## src/rtl/pass_done_collector.sv

```systemverilog
// Collects per-channel MTC0 pass/fail/done reports into sticky status, saturating
// counters and a round-robin-arbitrated event log FIFO.
module pass_done_collector #(
  parameter int unsigned N_CHAN = 4,
  parameter int unsigned DEPTH  = 8,
  parameter int unsigned CNT_W  = 16
) (
  input  logic                                        clk,
  input  logic                                        rst,
  input  logic                                        clear,
  input  logic [N_CHAN-1:0]                           mtc0_valid,
  input  logic [2*N_CHAN-1:0]                         mtc0_code,
  output logic [N_CHAN-1:0]                           chan_done,
  output logic [N_CHAN-1:0]                           chan_fail,
  output logic                                        all_done,
  output logic                                        any_fail,
  output logic [CNT_W-1:0]                            pass_cnt,
  output logic [CNT_W-1:0]                            fail_cnt,
  output logic                                        log_overflow,
  output logic                                        evt_valid,
  input  logic                                        evt_ready,
  output logic [((N_CHAN > 1) ? $clog2(N_CHAN) : 1)-1:0] evt_chan,
  output logic [1:0]                                  evt_code
);

  localparam int unsigned CW   = (N_CHAN > 1) ? $clog2(N_CHAN) : 1;
  localparam int unsigned AW   = $clog2(DEPTH);
  localparam int unsigned OCCW = AW + 1;
  localparam int unsigned SW   = CNT_W + 5;

  // MTC0Code encoding shared with the CPU side
  localparam logic [1:0] MTC0_NOOP = 2'd0;
  localparam logic [1:0] MTC0_PASS = 2'd1;
  localparam logic [1:0] MTC0_FAIL = 2'd2;
  localparam logic [1:0] MTC0_DONE = 2'd3;

  typedef enum logic [1:0] {ST_RUN = 2'd0, ST_FAILED = 2'd1, ST_DONE = 2'd2} state_e;

  logic   sclr;
  state_e state_q [N_CHAN];
  state_e state_d [N_CHAN];
  logic [N_CHAN-1:0] fail_seen_q, fail_seen_d;
  logic [1:0]        code_c [N_CHAN];
  logic [N_CHAN-1:0] acc;

  logic [N_CHAN-1:0] pend_v;
  logic [1:0]        pend_code [N_CHAN];
  logic [CW-1:0]     rr_ptr;
  logic [N_CHAN-1:0] gnt;
  logic [CW-1:0]     gnt_idx;
  logic [1:0]        gnt_code;
  logic              gnt_any;
  logic              drop_any;

  logic [CW-1:0]     mem_chan [DEPTH];
  logic [1:0]        mem_code [DEPTH];
  logic [AW-1:0]     wr_ptr, rd_ptr;
  logic [OCCW-1:0]   occ;
  logic              pop, push_ok;

  logic [4:0]        n_pass, n_fail;
  logic [SW-1:0]     pass_sum, fail_sum;

  assign sclr = rst | clear;

  // Event qualification: a channel that is already done ignores everything
  always_comb begin
    for (int i = 0; i < N_CHAN; i++) begin
      code_c[i] = mtc0_code[2*i +: 2];
      acc[i]    = mtc0_valid[i] && (code_c[i] != MTC0_NOOP) && (state_q[i] != ST_DONE);
    end
  end

  // Channel FSM: state register
  always_ff @(posedge clk) begin
    if (sclr) begin
      for (int i = 0; i < N_CHAN; i++) state_q[i] <= ST_RUN;
      fail_seen_q <= '0;
    end else begin
      for (int i = 0; i < N_CHAN; i++) state_q[i] <= state_d[i];
      fail_seen_q <= fail_seen_d;
    end
  end

  // Channel FSM: next state
  always_comb begin
    fail_seen_d = fail_seen_q;
    for (int i = 0; i < N_CHAN; i++) begin
      state_d[i] = state_q[i];
      if (acc[i]) begin
        case (code_c[i])
          MTC0_FAIL: begin
            state_d[i]     = ST_FAILED;
            fail_seen_d[i] = 1'b1;
          end
          MTC0_DONE: state_d[i] = ST_DONE;
          default: ;
        endcase
      end
    end
  end

  // Channel FSM: outputs
  always_comb begin
    for (int i = 0; i < N_CHAN; i++) chan_done[i] = (state_q[i] == ST_DONE);
    chan_fail = fail_seen_q;
    all_done  = &chan_done;
    any_fail  = |chan_fail;
  end

  // Saturating aggregate counters
  always_comb begin
    n_pass = '0;
    n_fail = '0;
    for (int i = 0; i < N_CHAN; i++) begin
      n_pass = n_pass + 5'(acc[i] && (code_c[i] == MTC0_PASS));
      n_fail = n_fail + 5'(acc[i] && (code_c[i] == MTC0_FAIL));
    end
    pass_sum = SW'(pass_cnt) + SW'(n_pass);
    fail_sum = SW'(fail_cnt) + SW'(n_fail);
  end

  always_ff @(posedge clk) begin
    if (sclr) begin
      pass_cnt <= '0;
      fail_cnt <= '0;
    end else begin
      pass_cnt <= (pass_sum[SW-1:CNT_W] != '0) ? '1 : pass_sum[CNT_W-1:0];
      fail_cnt <= (fail_sum[SW-1:CNT_W] != '0) ? '1 : fail_sum[CNT_W-1:0];
    end
  end

  assign evt_valid = (occ != '0);
  assign pop       = evt_valid && evt_ready;
  assign push_ok   = (occ < OCCW'(DEPTH)) || pop;

  // Round-robin grant: search outward from rr_ptr for the first pending channel
  always_comb begin
    gnt      = '0;
    gnt_idx  = '0;
    gnt_code = MTC0_NOOP;
    gnt_any  = 1'b0;
    for (int unsigned k = 0; k < N_CHAN; k++) begin
      for (int unsigned i = 0; i < N_CHAN; i++) begin
        if (!gnt_any && push_ok && pend_v[i] && (((32'(rr_ptr) + k) % N_CHAN) == i)) begin
          gnt_any  = 1'b1;
          gnt[i]   = 1'b1;
          gnt_idx  = CW'(i);
          gnt_code = pend_code[i];
        end
      end
    end
    drop_any = |(acc & pend_v & ~gnt);
  end

  // Pending slots; a slot granted this cycle may be refilled without loss
  always_ff @(posedge clk) begin
    if (sclr) begin
      pend_v       <= '0;
      rr_ptr       <= '0;
      log_overflow <= 1'b0;
      for (int i = 0; i < N_CHAN; i++) pend_code[i] <= MTC0_NOOP;
    end else begin
      for (int i = 0; i < N_CHAN; i++) begin
        if (acc[i]) begin
          if (!pend_v[i] || gnt[i]) begin
            pend_v[i]    <= 1'b1;
            pend_code[i] <= code_c[i];
          end
        end else if (gnt[i]) begin
          pend_v[i] <= 1'b0;
        end
      end
      if (gnt_any) rr_ptr <= (gnt_idx == CW'(N_CHAN - 1)) ? '0 : gnt_idx + CW'(1);
      log_overflow <= log_overflow | drop_any;
    end
  end

  // Log FIFO storage; contents are don't-care outside the valid window
  always_ff @(posedge clk) begin
    if (gnt_any) begin
      mem_chan[wr_ptr] <= gnt_idx;
      mem_code[wr_ptr] <= gnt_code;
    end
  end

  always_ff @(posedge clk) begin
    if (sclr) begin
      wr_ptr <= '0;
      rd_ptr <= '0;
      occ    <= '0;
    end else begin
      if (gnt_any) wr_ptr <= wr_ptr + AW'(1);
      if (pop)     rd_ptr <= rd_ptr + AW'(1);
      occ <= occ + OCCW'(gnt_any) - OCCW'(pop);
    end
  end

  assign evt_chan = mem_chan[rd_ptr];
  assign evt_code = mem_code[rd_ptr];

endmodule

```

## config.mk

```make
export PLATFORM = sky130hd
export DESIGN_NAME = pass_done_collector
export DESIGN_NICKNAME = d
export VERILOG_FILES = /design/src/rtl/pass_done_collector.sv
export SDC_FILE = /design/constraint.sdc
export NUM_CORES = 1
export LEC_CHECK = 0
export ABC_AREA = 1
export CORE_MARGIN = 2
export CORE_UTILIZATION = 45
export DETAILED_ROUTE_END_ITERATION = 10
export PLACE_DENSITY = 0.67
export SYNTH_ARGS = -nofsm -noshare
export SYNTH_HDL_FRONTEND = slang
export SYNTH_SLANG_ARGS = --single-unit
```

## constraint.sdc

```tcl
create_clock -name clk -period 8.85 [get_ports clk]
set_input_delay 1.3275 -clock clk [delete_from_list [all_inputs] [get_ports clk]]
set_output_delay 1.3275 -clock clk [all_outputs]
set_load 0.05 [all_outputs]
```

==> summary by stage, run 1 <==
Outcome
The flow ran to the end, but the final reports show violations. The final reports fail on design-rule violations.

Yosys
The leading register cell type out of synthesis is sky130_fd_sc_hd__dfxtp_1. The mapped cell area is 5340 sq um. The most area-hungry cell type in the Yosys netlist is sky130_fd_sc_hd__dfxtp_1. After synthesis, the cell types taking the most area are sky130_fd_sc_hd__dfxtp_1 24%, sky130_fd_sc_hd__edfxtp_1 22%, sky130_fd_sc_hd__inv_1 9.1%. Yosys mapped a number of flops with a built-in enable equal to 40.

Synthesis inferred 104 register bits. sky130_fd_sc_hd__inv_1 is the most common cell in the netlist. The count of cell types in the netlist is 37. A synthesized cell averages 7.82 sq um. The instance count of the mapped netlist is 683. For this run, the register share of the synthesized area comes to 0.465. The number of nets in the synthesized netlist is 716. Yosys printed 0 warnings. The fraction of post-synthesis cell area in the top cell type by area is 0.240. By count the netlist is led by 130 x sky130_fd_sc_hd__inv_1, 129 x sky130_fd_sc_hd__nor2_1, 79 x sky130_fd_sc_hd__nand2_1, 64 x sky130_fd_sc_hd__dfxtp_1, 44 x sky130_fd_sc_hd__nand3_1. The async set-or-reset flop fraction in the synthesized netlist is 0.

Setup path
By instance count, the cell type seen most on the critical path is sky130_fd_sc_hd__inv_1. The number of buffer and inverter stages on the critical path is 6. The critical path goes through clkdlybuf4s50_1 -> inv_1 -> nor3_1 -> fa_1 -> fa_1 -> inv_1 -> fa_1 -> or2_1 -> nor2_1 -> nand2_1 -> nor2_1 -> nand3_1 -> nor3_1 -> inv_1 -> nor3_1 -> inv_1 -> nor2_1 -> a31oi_1 -> o21ai_0 -> inv_1. The top fanout value on the critical path is 3. Counting cells, the worst reg-to-reg path comes to 21. The critical path endpoint category is a flop. The data arrival time of the critical path is 5.12 ns. The worst endpoint required time is 9.09 ns. The beginning of the worst register-to-register path is state_q[2][1].

The flop-to-flop setup slack is 4.84 ns. The delay of the slowest critical-path stage is 0.48 ns. The worst register-to-register path ends at fail_cnt[13]. The category of the most critical setup path is input port to flop.

The largest individual stage delay along the critical path comes from the cell sky130_fd_sc_hd__clkdlybuf4s50_1. The category of the worst setup path launch point is an input port. The largest delay contributor family on the critical path is simple AND/OR/NAND/NOR gates.

Drt
The DRC marker count from the first detailed-route iteration is 317. The routed length per placed instance is 13.8 microns. The remaining antenna violation count after routing is 0. The final layout contains routed wiring with a total length of 12300 microns. The first detailed-routing pass took 8 iterations. In the routed design, unresolved DRC markers number 2. The post-detailed-route via-to-cell ratio is 5.11. Detailed routing inserted a total of 4570 vias.

Power
In this run the static leakage power is 2.59 nW. The combinational cell fraction of total power is 0.255. The share of total power dissipated in the clock network is 0.316.

Of the total power, the share spent switching nets is 0.329. The internal power component is 0.000862 W. The overall power consumption is 0.00129 W.

Of the total power, registers draw 0.429. The analysis attributes to net switching a power of 0.000424 W. Across the VDD grid, the largest voltage drop is 124 uV. Power spread over the standard cell area amounts to 200 nW/um^2.

Clocking
The post-CTS clock slew at the launch and capture registers of the worst setup and hold paths is 0.07 ns. The H-tree generated during clock tree synthesis spans 3 levels. The clock tree from TritonCTS is done. Hold repair after CTS inserted 0 buffers. For the worst-skew pair, the clock arrives at the later sink with an insertion delay of 0.35 ns.

Clock tree synthesis selected as its root buffer the cell sky130_fd_sc_hd__clkbuf_16. Buffers added to address setup during post-CTS repair amount to 0. The longest clock path from root to sink contains 2 buffers. The number of gates resized after CTS was 0.

The total clock sinks is 104. The total clock buffers created by CTS is 9.

Timing
The count of pins over their slew limit was 0. The maximum clock frequency is 205 MHz. Hold is met by 0.465 ns. The final count of hold timing violations is 0.

The total negative setup slack is 0 ns. Of the available clock period, the critical path in the final layout requires 0.551. Setup repair after global routing left no endpoint under its margin. After layout, the minimum clock period comes to 4.88 ns. Setup violations remaining at the end of the flow were counted as 0. The clock tree skew after final layout is 0.00698 ns. The minimum setup slack in the final design is 3.97 ns. The slew of the pin with the lowest slew margin is 0.858 ns. The headroom to the max-slew limit is 0.427.

Global routing
The via count of the first global-routing pass is 4433. The met3 track demand over resource is 0.0557. In the global route stage, overall resource usage came out at 0.198.

The number of antenna violations at the first check in global routing is 0. The met2 layer usage reported by global route is 0.324. The wire length of the first global-routing pass is 20100 microns. met2 is the most crowded layer. The pin count of the biggest net entering global routing is 47. The met1 usage in global routing is 0.249.

The sum of overflow across all layers after global routing is 0.

Placement
The number of buffers added on ports is 63. Routability-driven placement finished with a final weighted congestion of 0.957. Before CTS, the worst setup slack after placement is 3.65 ns.

The post-detailed-placement half-perimeter wirelength is 9170 microns. Once placement finished, the instance area stood at 6110 sq um.

Layout
The final layout contains 780 nets. The area of the multi-input gates is 2310 sq um. In the final layout, flip-flops and latches occupy 2480 sq um. The filler cell count in the final layout is 1084.

The area growth from synthesis to layout is 20.1%. In the final layout, the share of cells above drive strength 1 is 0.0465. 0 antenna diodes ended up in the layout. The total non-filler cell area in the finished layout is 6410 sq um.

Die
The horizontal die dimension is 113 microns. Row generation in the floorplan step produced 39 rows. For this design the top-level I/O count stands at 64. The floorplan step defined a die boundary enclosing 12800 sq um. The effective utilization at floorplan is 0.464.

After floorplanning, the core was sized to cover 11500 sq um. The die is 113 microns tall.

Job
The tool flagged a number of max-cap violations equal to 0.

Min path
The hold-critical path endpoint is state_q[1][0]. The worst hold path belongs to the class flop to flop. The origin of the worst min-delay path is state_q[1][0]. The worst hold path stage count is 2.
[per-stage QoR]
| stage | cells | utilization |
|---|---|---|
| after floorplan | 683 | - |
| after global placement | 879 | 0.530 |
| after detailed placement | 879 | 0.530 |
| after CTS | 895 | 0.557 |
| after global routing | 895 | 0.557 |
| final | 895 | 0.557 |
[worst register-to-register path, delay by kind of cell (launching register included)]
kind	cells	cell delay, ns
AO/OA/AOI/OAI	1	0.15
adder cells (fa/ha/maj)	3	1.10
buffers and inverters	6	0.45
flip-flops	1	0.31
AND/OR/NAND/NOR	11	1.95
[flip-flops by register name (all words and copies together) (netlist names), named ones only]
name	count
chan_fail	4
fail_cnt	16
log_overflow	1
mem_chan	16
mem_code	16
occ	4
pass_cnt	16
pend_code	8
pend_v	4
rd_ptr	3
rr_ptr	2
state_q	8
wr_ptr	3
[kinds of logic (layout without fill, tap and decap cells)]
group	after synthesis	in the layout	synth area share
AOI/OAI and AO/OA	95	95	0.0979
xor gates and xnor gates	19	19	0.0312
adders and majority gates	17	17	0.0497
buffers and inverters	144	213	0.103
DFF	104	104	0.465
and+or+nand+nor	304	304	0.254
[layout make-up]
| class | count | area share |
|---|---|---|
| flip-flops and latches | 104 | 0.387 |
| multi-input cells | 435 | 0.360 |
| repair buffers | 64 | 0.0995 |
| inverters | 133 | 0.0778 |
| clock buffers | 9 | 0.0351 |
| well taps | 143 | 0.0279 |
| clock inverters | 7 | 0.0125 |
[placed cells by master, fill, tap and decap left out, types with 2 or more instances in the layout]
master	count
sky130_fd_sc_hd__a211oi_1	5
sky130_fd_sc_hd__a21oi_1	39
sky130_fd_sc_hd__a31oi_1	8
sky130_fd_sc_hd__clkbuf_16	9
sky130_fd_sc_hd__clkdlybuf4s50_1	63
sky130_fd_sc_hd__clkinv_4	3
sky130_fd_sc_hd__dfxtp_1	64
sky130_fd_sc_hd__edfxtp_1	40
sky130_fd_sc_hd__fa_1	7
sky130_fd_sc_hd__ha_1	10
sky130_fd_sc_hd__inv_1	130
sky130_fd_sc_hd__inv_2	3
sky130_fd_sc_hd__nand2_1	79
sky130_fd_sc_hd__nand2_2	3
sky130_fd_sc_hd__nand2_4	2
sky130_fd_sc_hd__nand3_1	44
sky130_fd_sc_hd__nand4_1	9
sky130_fd_sc_hd__nand4_2	2
sky130_fd_sc_hd__nor2_1	129
sky130_fd_sc_hd__nor2_2	2
sky130_fd_sc_hd__nor2_4	2
sky130_fd_sc_hd__nor3_1	21
sky130_fd_sc_hd__nor3b_1	2
sky130_fd_sc_hd__nor4_1	3
sky130_fd_sc_hd__o211ai_1	2
sky130_fd_sc_hd__o21ai_0	33
sky130_fd_sc_hd__o22ai_1	4
sky130_fd_sc_hd__or2_2	2
sky130_fd_sc_hd__xnor2_1	6
sky130_fd_sc_hd__xor2_1	13
[how the worst max path moves through the flow]
| stage | start | to | slack, ns | cells after the start |
|---|---|---|---|---|
| floorplan | mtc0_valid[0] | pass_cnt[14] | 4.49 | 19 |
| global placement | mtc0_code[0] | pass_cnt[14] | 3.76 | 20 |
| CTS | mtc0_valid[2] | fail_cnt[13] | 4.02 | 19 |
| global route | mtc0_code[0] | pass_cnt[14] | 3.62 | 20 |
| detailed placement | mtc0_code[0] | pass_cnt[14] | 3.65 | 20 |
| finish | mtc0_code[0] | pass_cnt[14] | 3.97 | 20 |
[power groups by stage]
stage               registers, W  clock network, W  logic, W
finish                  0.000551          0.000406  0.000328
global route            0.000556          0.000437  0.000362
CTS                     0.000552          0.000417  0.000330
detailed placement      0.000563                 0  0.000329
global placement        0.000561                 0  0.000323
floorplan               0.000558                 0  0.000244
[layer usage]
metal	vias to the layer above	wire (microns)
li1	2319	-
met5	-	0
met2	128	5670
met4	0	265
met3	21	799
met1	2102	5580
No activity file was read; power rests on OpenSTA's default activity.
==> run 2, diff against run 1 <==
- PLACE_DENSITY: 0.67 -> 0.69
- clock period: 8.85 -> 4.3 ns (I/O delays scaled with it)
==> run 2 against run 1 <==
The flow still finishes with violations (design-rule violations). Sequential power up 110%. Combinational power up 110%. First-iteration DRC count down 34%. Routed wire length down 0.45%. Worst hold slack better by 0.0030 ns. Critical path type unchanged. Critical path depth up 1. Critical endpoint unchanged. Final cell count up 1.2%. Global-route usage up 0.46 points. Worst setup slack worse by 3.6 ns. Largest power group unchanged. Register-to-register slack worse by 4.4 ns.
==> summary by stage, run 2 (synthesis gave the netlist of run 1 again) <==
Outcome
Status: finished with violations (unchanged). Violated checks: design-rule violations (unchanged).

Timing
The count of pins over their slew limit is 0 (unchanged). The post-layout minimum cycle time is 3.96 ns. The slew of the pin with the lowest slew margin is 0.813 ns (was 0.858 ns). In the finished design, the share of the clock period the worst path needs comes to 0.922.

The total negative setup slack is 0 ns (unchanged). The headroom to the max-slew limit is 0.457 (was 0.427). The final count of hold timing violations is 0 (unchanged). The count of endpoints failing setup in the final report is 0 (unchanged). The clock tree skew after final layout came to 0.0130 ns (was 0.00698 ns). RSZ-0062 raised after global routing: no (unchanged).

The maximum clock frequency is 252 MHz. The minimum setup slack in the final design came to 0.336 ns (was 3.97 ns).

Die
The total number of placement rows was 39 (unchanged). The core outline area came to 11500 sq um (unchanged). The die height was 113 microns (unchanged). The horizontal die dimension is 113 microns (unchanged).

The effective utilization at floorplan came to 0.464 (unchanged). The top-level port count is 64 (unchanged). The die outline area came to 12800 sq um (unchanged).

Drt
The routed wire length on met2 came to 5710 microns (was 5670 microns). The post-detailed-route via-to-cell ratio is 4.99 (was 5.11). The amount of wire on met3 after detailed routing came to 671 microns (was 799 microns).

The final wirelength is 12300 microns (about the same). The remaining antenna violation count after routing is 0 (unchanged). The via count was 4522 (was 4570). The top layer reached by signal wires is met4 (unchanged).

The wire length the detailed router placed on met1 is 5750 microns (was 5580 microns). The number of iterations in the first detailed-routing pass is 11 (was 8). The DRC marker count from the first detailed-route iteration is 208 (was 317).

The routed length per placed instance came to 13.5 microns (was 13.8 microns). The DRC violation count after routing was 1 (was 2).

Placement
The worst-case setup slack after placement is -0.145 ns (was 3.65 ns). The post-detailed-placement half-perimeter wirelength was 9310 microns (was 9170 microns). The number of buffers added on ports is 63 (unchanged).

The total cell area at the placement stage is 6190 sq um (was 6110 sq um). The global placer's final weighted congestion was 0.884 (was 0.957).

Setup path
The largest delay contributor family on the critical path was simple AND/OR/NAND/NOR gates (unchanged). The delay of the slowest critical-path stage is 0.54 ns (was 0.48 ns). The worst endpoint required time is 4.54 ns (was 9.09 ns). The data arrival time of the critical path was 4.21 ns (was 5.12 ns). The critical path endpoint category is a flop (unchanged). The critical path's most frequent cell is sky130_fd_sc_hd__inv_1 (unchanged). Cell-by-cell trace of the critical path: clkdlybuf4s50_1 -> inv_1 -> nor3_1 -> buf_4 -> fa_1 -> fa_1 -> inv_1 -> fa_1 -> or2_1 -> nor2_1 -> nand2_1 -> nor2_1 -> nand3_1 -> nor3_2 -> inv_1 -> nor3_2 -> inv_1 -> nor2_1 -> a31oi_1 -> o21ai_0 -> inv_1 (was clkdlybuf4s50_1 -> inv_1 -> nor3_1 -> fa_1 -> fa_1 -> inv_1 -> fa_1 -> or2_1 -> nor2_1 -> nand2_1 -> nor2_1 -> nand3_1 -> nor3_1 -> inv_1 -> nor3_1 -> inv_1 -> nor2_1 -> a31oi_1 -> o21ai_0 -> inv_1). The cell with the largest stage delay on the worst path is sky130_fd_sc_hd__fa_1 (was sky130_fd_sc_hd__clkdlybuf4s50_1). The worst reg-to-reg path cell count is 21 (unchanged). The number of buffer and inverter stages on the critical path is 7 (was 6). The category of the worst setup path launch point was an input port (unchanged). The category of the most critical setup path is input port to flop (unchanged). The top fanout value on the critical path came to 3 (unchanged). The cell count along the critical path came to 21 (was 20).

Clocking
The H-tree depth is 3 (unchanged). The clock tree buffer depth is 2 (unchanged). The later-pin clock latency in the skew report is 0.35 ns (about the same). The clock tree from TritonCTS is done (unchanged). The number of buffers added for setup after CTS came to 0 (unchanged). The total clock sinks came to 104 (unchanged). The post-CTS clock slew at the launch and capture registers of the worst setup and hold paths is 0.07 ns (about the same).

The total clock buffers created by CTS is 9 (unchanged). The count of cells resized by post-cts repair is 0 (unchanged). The cell at the root of the clock tree is sky130_fd_sc_hd__clkbuf_16 (unchanged). The number of buffers added to fix hold violations after cts came to 0 (unchanged).

Global routing
The sum of overflow across all layers after global routing was 0 (unchanged). The global-route usage over all layers is 0.202 (was 0.198). The pin count of the biggest net entering global routing is 47 (unchanged).

The number of antenna violations at the first check in global routing is 0 (unchanged). The via count of the first global-routing pass is 4384 (was 4433). The wire length of the first global-routing pass was 20700 microns (was 20100 microns).

Layout
Most used cells in the layout excluding fill and tap cells: 130 x sky130_fd_sc_hd__inv_1, 128 x sky130_fd_sc_hd__nor2_1, 79 x sky130_fd_sc_hd__nand2_1 (was 130 x sky130_fd_sc_hd__inv_1, 129 x sky130_fd_sc_hd__nor2_1, 79 x sky130_fd_sc_hd__nand2_1). The fraction of final layout cells with drive strength greater than 1 came to 0.0655 (was 0.0465). The commonest non-fill, non-tap cell in the layout was sky130_fd_sc_hd__inv_1 (unchanged). The sequential cell area is 2480 sq um (unchanged). The filler cell count in the final layout is 1043 (was 1084). The area of the multi-input gates is 2320 sq um (was 2310 sq um). The total non-filler cell area in the finished layout is 6510 sq um (was 6410 sq um).

The diode insertion count for antenna repair came to 0 (unchanged). The area growth from synthesis to layout is 22.0% (was 20.1%). The count of nets after finishing is 791 (was 780).

Power
The worst-case vdd ir drop is 257 uV (was 124 uV). The static leakage came to 2.64 nW (was 2.59 nW). The total power divided by cell area is 404 nW/um^2 (was 200 nW/um^2).

Min path
The worst hold path class is flop to flop (unchanged). The worst hold path stage count is 2 (unchanged).

Job
The count of max-cap constraint violations came to 0 (unchanged).
==> run 2: cell count changes in the layout (fill, tap and decap cells not counted), sizes merged <==
cell,previous run,this run
bufinv,1,0
buf,1,12
inv,135,136
clkinv,4,2
clkinvlp,0,2
==> run 2: tightest hold or removal path, delay by kind of cell (launching register included) <==
family	cells	cell delay (ns)
compound gates	1	0.06
buf+inv	1	0.06
flops	1	0.30
==> run 2: cell type report <==
class                   instances  share of cell area
clock buffers                   9              0.0346
multi-input cells             435               0.357
inverters                     133              0.0767
clock inverters                 7              0.0129
repair buffers                 75               0.111
well taps                     143              0.0275
flip-flops and latches        104               0.381
==> run 2: report_power, final <==
group / switching, W / leakage (nW) / internal (W)
clock network: 0.000399 / 0.143 / 0.000416
logic: 0.000446 / 1.59 / 0.000232
registers: 0.0000460 / 0.906 / 0.00109
total: 0.000891 / 2.64 / 0.00174
==> run 2: metrics by stage <==
step / cells / total power, W / utilization / hold slack (ns)
final: 906 / 0.00263 / 0.566 / 0.468
after global routing: 906 / 0.00279 / 0.566 / 0.497
after CTS: 906 / 0.00266 / 0.564 / 0.470
after detailed placement: 890 / 0.00184 / 0.538 / 0.458
after global placement: 890 / 0.00183 / 0.538 / 0.449
after floorplan: 683 / 0.00165 / - / 0.433
==> run 2: layer usage <==
layer | vias up | global-route usage
met5 | - | 0
met4 | 0 | 0.0480
met3 | 9 | 0.0503
met2 | 112 | 0.327
met1 | 2058 | 0.275
li1 | 2343 | -
==> run 2: worst paths after layout <==
kind,startpoint,end,slack [ns]
worst max-delay path,mtc0_code[0],pass_cnt[14],0.34
worst max register to register,state_q[2][1],fail_cnt[0],0.44
worst min register to register,state_q[0][1],state_q[0][1],0.47
worst min-delay path,state_q[0][1],state_q[0][1],0.47
==> run 3, diff against run 2 <==
- ABC_CLOCK_PERIOD_IN_PS: unset -> 4300
- CAP_MARGIN: unset -> 20
==> results of run 3 <==
The final DEF is identical to that of run 2; final timing and power are the same.
